<file path="config.mk">
export PLATFORM = sky130hd
export DESIGN_NAME = regfile_wr_arbiter
export DESIGN_NICKNAME = d
export VERILOG_FILES = /design/src/rtl/regfile_wr_arbiter.sv
export SDC_FILE = /design/constraint.sdc
export NUM_CORES = 1
export LEC_CHECK = 0
export ABC_AREA = 1
export BUFFER_PORTS_ARGS = -buffer_cell sky130_fd_sc_hd__clkbuf_2
export CORE_MARGIN = 2
export CORE_UTILIZATION = 48
export CTS_BUF_LIST = sky130_fd_sc_hd__clkbuf_4 sky130_fd_sc_hd__clkbuf_8 sky130_fd_sc_hd__clkbuf_16
export DETAILED_ROUTE_END_ITERATION = 7
export PLACE_DENSITY = 0.86
export SLEW_MARGIN = 20
export SYNTH_ARGS = -nofsm -noshare
export SYNTH_HDL_FRONTEND = slang
export SYNTH_SLANG_ARGS = --single-unit
export TNS_END_PERCENT = 1
</file>
<file path="constraint.sdc">
create_clock -name Clk -period 3.2 [get_ports Clk]
set_input_delay 0.64 -clock Clk [delete_from_list [all_inputs] [get_ports Clk]]
set_output_delay 0.64 -clock Clk [all_outputs]
set_load 0.01 [all_outputs]
</file>
<file path="src/rtl/regfile_wr_arbiter.sv">
// -----------------------------------------------------------------------------
// regfile_wr_arbiter
//
// Shares the single write port of the register file between two writeback
// requesters (for example ALU result and memory load). A one-bit round-robin
// pointer picks the winner when both request in the same cycle. The winning
// write is registered before it drives the register file. A combinational
// hazard flag tells the sequencer when a read address matches a write that has
// not yet retired.
//
// Ports
//   Clk            system clock, rising edge
//   Rst_n          asynchronous active-low reset
//   Req0/Addr0/Data0, Ack0   requester 0 handshake (Ack0 is combinational)
//   Req1/Addr1/Data1, Ack1   requester 1 handshake (Ack1 is combinational)
//   Hold           blocks new grants while high
//   Ard1, Ard2     register file read addresses, used only for the hazard check
//   Awr, Din, WrEn registered write port that drives the register file
//   Hazard         a read address matches an in-flight write (combinational)
// -----------------------------------------------------------------------------
module regfile_wr_arbiter #(
  parameter int AW = 5,
  parameter int DW = 32
) (
  input  logic          Clk,
  input  logic          Rst_n,
  input  logic          Req0,
  input  logic [AW-1:0] Addr0,
  input  logic [DW-1:0] Data0,
  output logic          Ack0,
  input  logic          Req1,
  input  logic [AW-1:0] Addr1,
  input  logic [DW-1:0] Data1,
  output logic          Ack1,
  input  logic          Hold,
  input  logic [AW-1:0] Ard1,
  input  logic [AW-1:0] Ard2,
  output logic [AW-1:0] Awr,
  output logic [DW-1:0] Din,
  output logic          WrEn,
  output logic          Hazard
);

  // Index of the requester favoured when both request together.
  logic prio;
  logic xfer;

  logic hit_wr;
  logic hit_req0;
  logic hit_req1;

  // Grant: requester 0 wins when it is alone or when it holds priority;
  // otherwise requester 1 wins whenever it asks. Hold blocks both.
  always_comb begin
    // NOTE: every signal driven here gets a default first, so no path through
    // the block leaves it unassigned and no latch is inferred.
    Ack0 = 1'b0;
    Ack1 = 1'b0;
    if (!Hold) begin
      if (Req0 && (!Req1 || !prio)) begin
        Ack0 = 1'b1;
      end else if (Req1) begin
        Ack1 = 1'b1;
      end
    end
  end

  assign xfer = Ack0 | Ack1;

  // Output register and priority pointer. On a transfer the pointer moves to
  // the requester that did not win, which is simply Ack0 (winner 0 -> 1,
  // winner 1 -> 0). Awr/Din keep their last values when idle so the register
  // file address stays stable.
  always_ff @(posedge Clk or negedge Rst_n) begin
    if (!Rst_n) begin
      WrEn <= 1'b0;
      Awr  <= '0;
      Din  <= '0;
      prio <= 1'b0;
    end else begin
      // NOTE: sequential state uses non-blocking assignments so every register
      // samples pre-edge values, independent of statement order.
      WrEn <= xfer;
      if (xfer) begin
        Awr  <= Ack0 ? Addr0 : Addr1;
        Din  <= Ack0 ? Data0 : Data1;
        prio <= Ack0;
      end
    end
  end

  // A read address collides with the registered write, or with either
  // requester's pending destination. Address 0 gets no special treatment.
  assign hit_wr   = WrEn && ((Awr   == Ard1) || (Awr   == Ard2));
  assign hit_req0 = Req0 && ((Addr0 == Ard1) || (Addr0 == Ard2));
  assign hit_req1 = Req1 && ((Addr1 == Ard1) || (Addr1 == Ard2));

  assign Hazard = hit_wr | hit_req0 | hit_req1;

endmodule

</file>
==> results.txt, run 1 <==
Design area: 0.00307 sq mm
Worst IR Drop VDD: 0.000358 V
CP startpoint: Req1
Via count: 2528
Post-CTS Resized: 0
Global-route wire length before repair: 9770 um
Num CTS Buffers: 5
GR Overflow Total: 0
Main synth FF type: dfrtp_1
Tcrit/Tclk final: 68.0%
Clock skew: 0.00523 ns
Die height: 73.4 um
Most common cell on crit path: clkbuf_2
Post-DP Area: 0.00295 sq mm
Setup violations, final: 0
Dpl ws: 0.833 ns
First DRT Iteration DRCs: 123
Util after Layout: 65.4%
DR pass1 iterations: 4
Seq/Total Area, Yosys: 42.3%
Lkg Pwr: 1.80 nW
Max frequency: 0.460 GHz
CP Capture Type: primary output
Max-cap viol count: 0
Largest area contributor in the netlist: dfrtp_1
Maximum number of pins on one net before global-route repair: 43
Std-Cell Rows: 25
Die Width: 73.4 um
Ranking of synthesized cells by area: dfrtp_1, nand2_1, inv_1
Number of global-route vias before repair: 2408
Top cell type's share of synthesized area: 42.3%
Vias/cell: 4.88
Core area: 0.00469 sq mm
Die area: 0.00538 sq mm
Run status: finished clean
Ys Warns: 0
Antenna fix cells: 0
Final HPWL from detailed placement: 4760 um
RSZ-0062 raised after global routing: false
Asr flop ratio synth: 100%
Commonest cells in the netlist: nand2_1, inv_1, dfrtp_1
Mapped Nets: 425
Slew @ Worst Pin: 0.951 ns
#FFs+latches synth: 39
Clk_lat worst skew: 0.28 ns
Slew headroom: 36.6%
HP Class: in2async
WS Path Type: in2out
Layout cell share with drive strength beyond 1: 31.3%
Worst Path Arrival: 1.53 ns
Post-route setup TNS: 0 ns
CTS root buffer: clkbuf_8
IO Pins: 130
Number of buffers added on ports: 129
CP startpoint kind: primary input
Setup bufs post-CTS: 0
CTS tree: done
PwrDens: 511 mW/mm^2
RR Startpoint: prio
Total GRT Usage: 22.8%
Drt wl/cell: 11.7 um
Initial antenna violation count: 0
Critical Path Fanout Max: 18
H-tree levels: 2
GPL Wtd Cong: 0.825
Max incr delay on CP: 0.33 ns
Synth Instances: 336
Cts hold-fix bufs: 0
CP max stage cell: nand3_2
Post-route setup slack: 1.03 ns
Hold Fails Final Rpt: 0
DRC: 0
Longest Clk Path Bufs: 2
Post-route ant nets: 0
Synth unique cells: 20
Nets: 552
Final Critical Period: 2.17 ns
TritonCTS Sinks: 39
Crit-path cells: clkbuf_2, nand2_1, nand2_2, nand3_2, inv_1, clkbuf_2
Mapped cell area: 0.00231 sq mm
Synth-to-layout area growth: 32.9%
Synthesized area per cell: 6.87 sq um
Post-synth EDFFs: 0
Count leader, synth: nand2_1
Critical Path RT: 2.56 ns
WL final: 6050 um
Clock-pin slew on the worst setup and hold paths: 0.08 ns
Max-slew violations: 0
Initial core utilization: 49.2%
## worst max-delay path: cells and delay by family
kind / cells / cell delay [ns]
buffers and inverters: 3 / 0.39
AND/OR/NAND/NOR: 3 / 0.50
## where the power goes
group          switching [mW]  internal (mW)  leakage (nW)  total (mW)
clock network           0.170          0.252        0.0612       0.422
logic                   0.282          0.203          1.31       0.486
registers              0.0659          0.594         0.434       0.660
total                   0.518           1.05          1.80        1.57
## per-stage QoR
| stage | total power [mW] | cells | hold WS, ns |
|---|---|---|---|
| 2_1_floorplan | 0.934 | 336 | 0.344 |
| 3_3_place_gp | 1.14 | 510 | 0.466 |
| 3_5_place_dp | 1.16 | 510 | 0.473 |
| 4_1_cts | 1.58 | 518 | 0.492 |
| 5_1_grt | 1.67 | 518 | 0.514 |
| 6_report | 1.57 | 518 | 0.485 |
## worst paths after layout
path | endpoint | slack (ns) | cells after the start
setup / recovery | Ack1 | 1.03 | 6
hold / removal | Din[16] | 0.48 | 1
setup reg to reg | Din[22] | 1.23 | 8
hold reg to reg | Din[6] | 0.49 | 2
max in group asynchronous | Din[3] | 2.11 | 1
min in group Clk | Din[6] | 0.49 | 2
## layout by cell type, fill, tap and decap left out, drive strengths merged
master	instances
buf	3
a21oi	4
nand2	117
bufinv	1
clkbuf	135
nor2	39
dfrtp	39
o21ai	23
nand3	29
o22ai	15
clkinv	1
xnor2	6
inv	50
xor2	2
## metal layers
| layer | track usage (%) | part of all wire (%) | vias up |
|---|---|---|---|
| li1 | - | - | 1292 |
| met1 | 27.0 | 41 | 1139 |
| met2 | 41.2 | 51 | 89 |
| met3 | 5.08 | 6.3 | 8 |
| met4 | 6.67 | 1.1 | 0 |
| met5 | 0 | 0 | - |
## kinds of logic (layout without fill, tap and decap cells)
family / Yosys count / in the layout / share of synthesized area [%]
simple gates: 185 / 185 / 32.6
flops: 39 / 39 / 42.3
buf+inv: 62 / 190 / 12.2
xor+xnor: 8 / 8 / 3.03
compound gates: 42 / 42 / 9.91
## state kept, by name (all words and copies together) (netlist names)
signal	cells
Awr	5
Din	32
WrEn	1
prio	1
## layout make-up
cell class | instances | area, sq um
Timing Repair Buffer | 132 | 668
Tap cell | 54 | 67.6
Fill cell | 455 | 1620
Sequential cell | 39 | 976
Multi-Input combinational cell | 235 | 1050
Clock inverter | 2 | 35.0
Inverter | 50 | 188
Clock buffer | 6 | 82.6
Note: power is estimated with default switching activity, not from simulation.
==> run 2: changes to the inputs <==
--- a/config.mk
+++ b/config.mk
@@ -8,10 +8,10 @@
 export ABC_AREA = 1
 export BUFFER_PORTS_ARGS = -buffer_cell sky130_fd_sc_hd__clkbuf_2
 export CORE_MARGIN = 2
-export CORE_UTILIZATION = 48
+export CORE_UTILIZATION = 40
 export CTS_BUF_LIST = sky130_fd_sc_hd__clkbuf_4 sky130_fd_sc_hd__clkbuf_8 sky130_fd_sc_hd__clkbuf_16
 export DETAILED_ROUTE_END_ITERATION = 7
-export PLACE_DENSITY = 0.86
+export PLACE_DENSITY = 0.76
 export SLEW_MARGIN = 20
 export SYNTH_ARGS = -nofsm -noshare
 export SYNTH_HDL_FRONTEND = slang
==> constraint.sdc (replaced) <==
create_clock -name Clk -period 2 [get_ports Clk]
set_input_delay 0.4 -clock Clk [delete_from_list [all_inputs] [get_ports Clk]]
set_output_delay 0.4 -clock Clk [all_outputs]
set_load 0.01 [all_outputs]
==> run 2 against run 1 <==
Compared with the run above:
- non-clock buffer count is 6 higher
- core utilization fell by 8.8 points
- combinational power up 63%
- die area grew 19%
- wire length rose by 4.0%
- worst hold slack lost 0.12 ns
- global-route usage shrank 2.6 points
- highest routed layer unchanged
==> results.txt, run 2 (synthesis results as in run 1) <==
CP Capture Type: primary output (unchanged)
Dpl ws: 0.320 ns (was 0.833 ns)
Post-route setup TNS: 0 ns (unchanged)
Max-slew violations: 0 (unchanged)
Number of buffers added on ports: 129 (unchanged)
Drt wl/cell: 11.6 um (was 11.7 um)
WL final: 6290 um (was 6050 um)
Largest register FFs: 32 (unchanged)
Finished Layout Cells: 542 (was 518)
Clk_lat worst skew: 0.29 ns (was 0.28 ns)
Total GRT Usage: 20.3% (was 22.8%)
Largest regs: Din x32, Awr x5 (unchanged)
Die area: 0.00640 sq mm (was 0.00538 sq mm)
Setup bufs post-CTS: 0 (unchanged)
RSZ-0062 raised after global routing: false (unchanged)
Final HPWL from detailed placement: 5050 um (was 4760 um)
PwrDens: 781 mW/mm^2 (was 511 mW/mm^2)
Post-DP Area: 0.00302 sq mm (was 0.00295 sq mm)
Max incr delay on CP: 0.39 ns (was 0.33 ns)
GR Overflow Total: 0 (unchanged)
Maximum number of pins on one net before global-route repair: 27 (was 43)
Hold Fails Final Rpt: 0 (unchanged)
IO Pins: 130 (unchanged)
TritonCTS Sinks: 39 (unchanged)
Vias/cell: 4.74 (was 4.88)
Lkg Pwr: 1.82 nW (was 1.80 nW)
Setup violations, final: 0 (unchanged)
Longest Clk Path Bufs: 2 (unchanged)
Synth-to-layout area growth: 35.9% (was 32.9%)
Most frequent cells in the layout: clkbuf_2, nand2_1, inv_1, dfrtp_1, nor2_1 (unchanged)
Initial core utilization: 41.7% (was 49.2%)
Most common cell on crit path: nand2_1 (was clkbuf_2)
Largest reg by FF count: Din (unchanged)
H-tree levels: 2 (unchanged)
Run status: finished clean (unchanged)
Filler cells: 577 (was 455)
Std-Cell Rows: 27 (was 25)
Layout cell share with drive strength beyond 1: 31.9% (was 31.3%)
Tcrit/Tclk final: 90.9%
Commonest non-fill, non-tap cell in the layout: clkbuf_2 (unchanged)
Total power draw: 2.45 mW (was 1.57 mW)
Critical Path RT: 1.60 ns (was 2.56 ns)
Worst Path Arrival: 1.42 ns (was 1.53 ns)
Die Width: 80.0 um (was 73.4 um)
Via count: 2567 (was 2528)
GPL Wtd Cong: 0.863 (was 0.825)
Num CTS Buffers: 5 (unchanged)
Inst Count DP: 533 (was 510)
Post-route ant nets: 0 (unchanged)
Worst IR Drop VDD: 0.000438 V (was 0.000358 V)
CTS tree: done (unchanged)
Die height: 80.0 um (was 73.4 um)
CTS root buffer: clkbuf_8 (unchanged)
CP startpoint kind: flop (was primary input)
WS Path Type: reg2out (was in2out)
HP Class: in2reg (was in2async)
Initial antenna violation count: 0 (unchanged)
Clock-pin slew on the worst setup and hold paths: 0.08 ns (about the same)
Slew headroom: 83.4% (was 36.6%)
Max-cap viol count: 0 (unchanged)
Antenna fix cells: 0 (unchanged)
Critical Path Fanout Max: 4 (was 18)
First DRT Iteration DRCs: 123 (unchanged)
Slew @ Worst Pin: 0.249 ns (was 0.951 ns)
DRC: 0 (unchanged)
Nets: 558 (was 552)
Design area: 0.00314 sq mm (was 0.00307 sq mm)
DR pass1 iterations: 4 (unchanged)
Core area: 0.00554 sq mm (was 0.00469 sq mm)
Final Critical Period: 1.82 ns
Post-route setup slack: 0.181 ns (was 1.03 ns)
Global-route wire length before repair: 10300 um (was 9770 um)
Crit-path cells: inv_1, nand2_1, nand2_1, nor2_1, nand3_1, nand2_1, nand2_1, nand3_1, clkbuf_2 (was clkbuf_2, nand2_1, nand2_2, nand3_2, inv_1, clkbuf_2)
Max frequency: 0.550 GHz
CP max stage cell: dfrtp_1 (was nand3_2)
Number of global-route vias before repair: 2295 (was 2408)
Clock skew: 0.00318 ns (was 0.00523 ns)
-- run 2: changes by cell type in the layout (fill, tap and decap cells not counted) --
cell and change:
bufinv_16 -1, clkbuf_8 +1, buf_4 +4, buf_12 +1
clkinv_2 -1, dlygate4sd3_1 +1, clkinvlp_4 +1
-- run 2: layer usage --
layer	GRT usage, %	vias up	routed length (um)
li1	-	1300	-
met1	26.1	1167	2620
met2	34.4	92	3160
met3	4.41	8	437
met4	5.25	0	65
met5	0	-	0
-- run 2: through the flow --
step	util, %	hold WS [ns]
3_3_place_gp	54.6	0.273
5_1_grt	56.6	0.375
2_1_floorplan	-	0.104
3_5_place_dp	54.6	0.276
6_report	56.6	0.366
4_1_cts	56.6	0.359
-- run 2: where the power goes --
group,switching (mW),internal [mW]
clock network,0.288,0.314
logic,0.454,0.341
registers,0.104,0.950
-- run 2: final cells by class --
class | instances | area [sq um] | area share (%)
Multi-Input combinational cell | 235 | 1050 | 33.5
Sequential cell | 39 | 976 | 31.1
Timing Repair Buffer | 138 | 728 | 23.2
Inverter | 50 | 188 | 5.98
Clock buffer | 7 | 96.3 | 3.07
Tap cell | 72 | 90.1 | 2.87
Clock inverter | 1 | 7.51 | 0.239
-- run 2: critical path, delay by kind of cell (launching register included) --
kind                   cells  cell delay, ns
AND/OR/NAND/NOR            7            0.52
flip-flops                 1            0.39
buffers and inverters      2            0.22
-- run 2: final timing paths --
path,from,cells after the start,slack (ns),end
max in group asynchronous,Rst_n,3,0.97,Din[8]
worst max register to register,prio,8,0.49,Din[10]
worst max-delay path,Awr[1],9,0.18,Hazard
min in group asynchronous,Rst_n,2,0.51,Din[25]
worst min-delay path,Data0[31],3,0.37,Din[31]
worst min register to register,Din[22],2,0.49,Din[22]
-- run 2: timing repair --
item,CTS,global route
endpoints found under the hold margin,8,0
hold buffers,1,0
resized for setup,0,0
==> run 3: changes to the inputs <==
--- a/config.mk
+++ b/config.mk
@@ -5,10 +5,10 @@
 export SDC_FILE = /design/constraint.sdc
 export NUM_CORES = 1
 export LEC_CHECK = 0
-export ABC_AREA = 1
+export ABC_AREA = 0
 export BUFFER_PORTS_ARGS = -buffer_cell sky130_fd_sc_hd__clkbuf_2
 export CORE_MARGIN = 2
-export CORE_UTILIZATION = 40
+export CORE_UTILIZATION = 38
 export CTS_BUF_LIST = sky130_fd_sc_hd__clkbuf_4 sky130_fd_sc_hd__clkbuf_8 sky130_fd_sc_hd__clkbuf_16
 export DETAILED_ROUTE_END_ITERATION = 7
 export PLACE_DENSITY = 0.76
@@ -16,4 +16,4 @@
 export SYNTH_ARGS = -nofsm -noshare
 export SYNTH_HDL_FRONTEND = slang
 export SYNTH_SLANG_ARGS = --single-unit
-export TNS_END_PERCENT = 1
+export TNS_END_PERCENT = 50
==> run 3 against run 2 <==
Compared with the run above:
- wire length down 12%
- critical endpoint unchanged
- first-iteration DRC count shrank 45%
- core utilization is 2.1 points lower
- final cell count down 23%
- clock power shrank 18%
- global-route usage decreased by 1.6 points
==> results.txt, run 3 <==
Run status: finished clean (unchanged)
Mux share of post-synthesis cell area: 0% (unchanged)
Tcrit/Tclk final: 92.9% (was 90.9%)
Largest area contributor in the netlist: dfrtp_1 (unchanged)
Finished Layout Cells: 419 (was 542)
CTS root buffer: clkbuf_8 (unchanged)
Max frequency: 0.538 GHz (was 0.550 GHz)
Synth unique cells: 23 (was 20)
First DRT Iteration DRCs: 68 (was 123)
GPL Wtd Cong: 0.938 (was 0.863)
Via count: 2097 (was 2567)
Max-slew violations: 0 (unchanged)
Asr flop ratio synth: 100% (unchanged)
DRC: 0 (unchanged)
XOR/XNOR Fraction of Synth Area: 12.8% (was 3.03%)
Largest reg by FF count: Din (unchanged)
Top cell type's share of synthesized area: 47.5% (was 42.3%)
Die Width: 77.6 um (was 80.0 um)
Die height: 77.6 um (was 80.0 um)
Commonest non-fill, non-tap cell in the layout: clkbuf_2 (unchanged)
Reg2reg path depth: 6 (was 8)
Total GRT Usage: 18.7% (was 20.3%)
Mapped cell area: 0.00206 sq mm (was 0.00231 sq mm)
Initial core utilization: 39.7% (was 41.7%)
Worst Path Arrival: 1.46 ns (was 1.42 ns)
Largest regs: Din x32, Awr x5 (unchanged)
Vias/cell: 5.00 (was 4.74)
Num CTS Buffers: 5 (unchanged)
Clock skew: 0.00277 ns (was 0.00318 ns)
Final Critical Period: 1.86 ns (was 1.82 ns)
Switching power share of the total: 32.4% (was 34.5%)
Maximum number of pins on one net before global-route repair: 33 (was 27)
Number of global-route vias before repair: 2003 (was 2295)
Dpl ws: 0.169 ns (was 0.320 ns)
Clock power frac: 22.2% (was 24.6%)
Global-route wire length before repair: 9070 um (was 10300 um)
Ranking of synthesized cells by area: dfrtp_1, xnor2_1, o22ai_1 (was dfrtp_1, nand2_1, inv_1)
Number of buffers added on ports: 129 (unchanged)
Post-Synth Adder-Cell Area: 0% (unchanged)
Hold Slack: 0.0734 ns (was 0.366 ns)
Mapped Nets: 310 (was 425)
Post-DP Area: 0.00274 sq mm (was 0.00302 sq mm)
Std-Cell Rows: 26 (was 27)
DR pass1 iterations: 4 (unchanged)
Core area: 0.00517 sq mm (was 0.00554 sq mm)
Die area: 0.00601 sq mm (was 0.00640 sq mm)
Design area: 0.00282 sq mm (was 0.00314 sq mm)
Largest register FFs: 32 (unchanged)
Synth-to-layout area growth: 37.2% (was 35.9%)
PwrDens: 788 mW/mm^2 (was 781 mW/mm^2)
Post-CTS Resized: 0 (unchanged)
Worst IR Drop VDD: 0.000313 V (was 0.000438 V)
Setup violations, final: 0 (unchanged)
Commonest cells in the netlist: dfrtp_1, o22ai_1, nand2_1, xnor2_1, o21ai_1 (was nand2_1, inv_1, dfrtp_1)
Drt wl/cell: 13.2 um (was 11.6 um)
Post-route setup slack: 0.142 ns (was 0.181 ns)
Max-cap viol count: 0 (unchanged)
#FFs+latches synth: 39 (unchanged)
CP Capture Type: primary output (unchanged)
Setup bufs post-CTS: 0 (unchanged)
Post-route ant nets: 0 (unchanged)
Cts hold-fix bufs: 0 (was 1)
CTS tree: done (unchanged)
Longest Clk Path Bufs: 2 (unchanged)
Slew headroom: 66.9% (was 83.4%)
Post-synth EDFFs: 0 (unchanged)
Antenna fix cells: 0 (unchanged)
RSZ-0062 raised after global routing: false (unchanged)
Inst Count DP: 411 (was 533)
HP Class: in2async (was in2reg)
Most frequent cells in the layout: clkbuf_2, dfrtp_1, o22ai_1, xnor2_1, nand2_1 (was clkbuf_2, nand2_1, inv_1, dfrtp_1, nor2_1)
CP startpoint kind: flop (unchanged)
Clock-pin slew on the worst setup and hold paths: 0.07 ns (was 0.08 ns)
Critical Path Fanout Max: 4 (unchanged)
Sequential cell fraction of total power: 46.5% (was 43.0%)
IO Pins: 130 (unchanged)
Nets: 437 (was 558)
Critical Path RT: 1.60 ns (about the same)
Sw power: 720 uW (was 846 uW)
Post-route setup TNS: 0 ns (unchanged)
Hold Fails Final Rpt: 0 (unchanged)
TritonCTS Sinks: 39 (unchanged)
Synth Instances: 221 (was 336)
Internal power: 1.50 mW (was 1.60 mW)
Clk_lat worst skew: 0.28 ns (was 0.29 ns)
Main synth FF type: dfrtp_1 (unchanged)
Count leader, synth: dfrtp_1 (was nand2_1)
Ys Warns: 0 (unchanged)
Simple-Gate Fraction of Synth Area: 13.7% (was 32.6%)
WL final: 5540 um (was 6290 um)
Seq/Total Area, Yosys: 47.5% (was 42.3%)
Slew @ Worst Pin: 0.496 ns (was 0.249 ns)
Initial antenna violation count: 0 (unchanged)
Final HPWL from detailed placement: 4290 um (was 5050 um)
Layout cell share with drive strength beyond 1: 42.1% (was 31.9%)
Largest family of logic cells by synthesized area: compound AO/OA/AOI/OAI gates (was simple AND/OR/NAND/NOR gates)
Logic pwr share: 31.4% (was 32.4%)
Lkg Pwr: 1.36 nW (was 1.82 nW)
Post-synthesis compound-gate area fraction: 19.4% (was 9.91%)
H-tree levels: 2 (unchanged)
Synthesized area per cell: 9.30 sq um (was 6.87 sq um)
GR Overflow Total: 0 (unchanged)
WS Path Type: reg2out (unchanged)
## run 3: cell types whose count changed in the layout (fill, tap and decap cells not counted), sizes merged, moves of 4 or more
cell / previous run / this run
clkinv: 0 / 5
a21oi: 4 / 0
inv: 50 / 3
nand4: 0 / 4
nand3: 29 / 2
xnor2: 6 / 28
nand2: 117 / 28
o22ai: 15 / 38
nor2: 39 / 16
nor3: 0 / 15
## run 3: cell families (layout without fill, tap and decap cells)
family	after synthesis	count (layout)
buffers and inverters	21	149
flip-flops	39	39
AO/OA/AOI/OAI	65	65
XOR/XNOR	30	30
AND/OR/NAND/NOR	66	66
## run 3: power groups by stage
| stage | combinational, mW | clock, mW | sequential [mW] |
|---|---|---|---|
| after floorplan | 0.316 | 0 | 1.10 |
| after global placement | 0.691 | 0 | 1.04 |
| after detailed placement | 0.707 | 0 | 1.04 |
| after CTS | 0.706 | 0.521 | 1.03 |
| after global routing | 0.768 | 0.550 | 1.05 |
| final | 0.698 | 0.493 | 1.03 |
## run 3: through the flow
step                total power, mW  utilization, %
finish                         2.22            54.5
global route                   2.37            54.5
floorplan                      1.42               -
global placement               1.73            52.9
CTS                            2.26            54.5
detailed placement             1.75            52.9
## run 3: path summary, 6_finish.rpt
kind                       slack (ns)  startpoint      end
setup / recovery                 0.14      Awr[4]   Hazard
hold / removal                   0.07       Rst_n     prio
setup reg to reg                 0.60        prio  Din[22]
min in group Clk                 0.33    Data0[2]   Din[2]
max in group asynchronous        1.45       Rst_n     WrEn
hold reg to reg                  0.50     Din[21]  Din[21]
## run 3: metal layers
metal  global-route usage (%)  part of all wire, %
met5                        0                    0
met4                     5.54                  1.5
met3                     4.30                  7.8
met2                     33.0                   47
met1                     22.6                   43
## run 3: worst max-delay path: stages, from the launching register on
cell and delay (ns):
dfrtp_1 0.43, xnor2_1 0.21, nand4_1 0.10, o32ai_1 0.16, a211o_1 0.16, clkbuf_2 0.12
## run 3: area by class of cell
cell class | instances | area (sq um)
fill | 479 | 2350
sequential | 39 | 976
clock inverter | 3 | 15.0
multi-input combinational | 161 | 942
clock buffer | 5 | 68.8
inverter | 5 | 21.3
tap | 70 | 87.6
timing repair buffer | 136 | 711
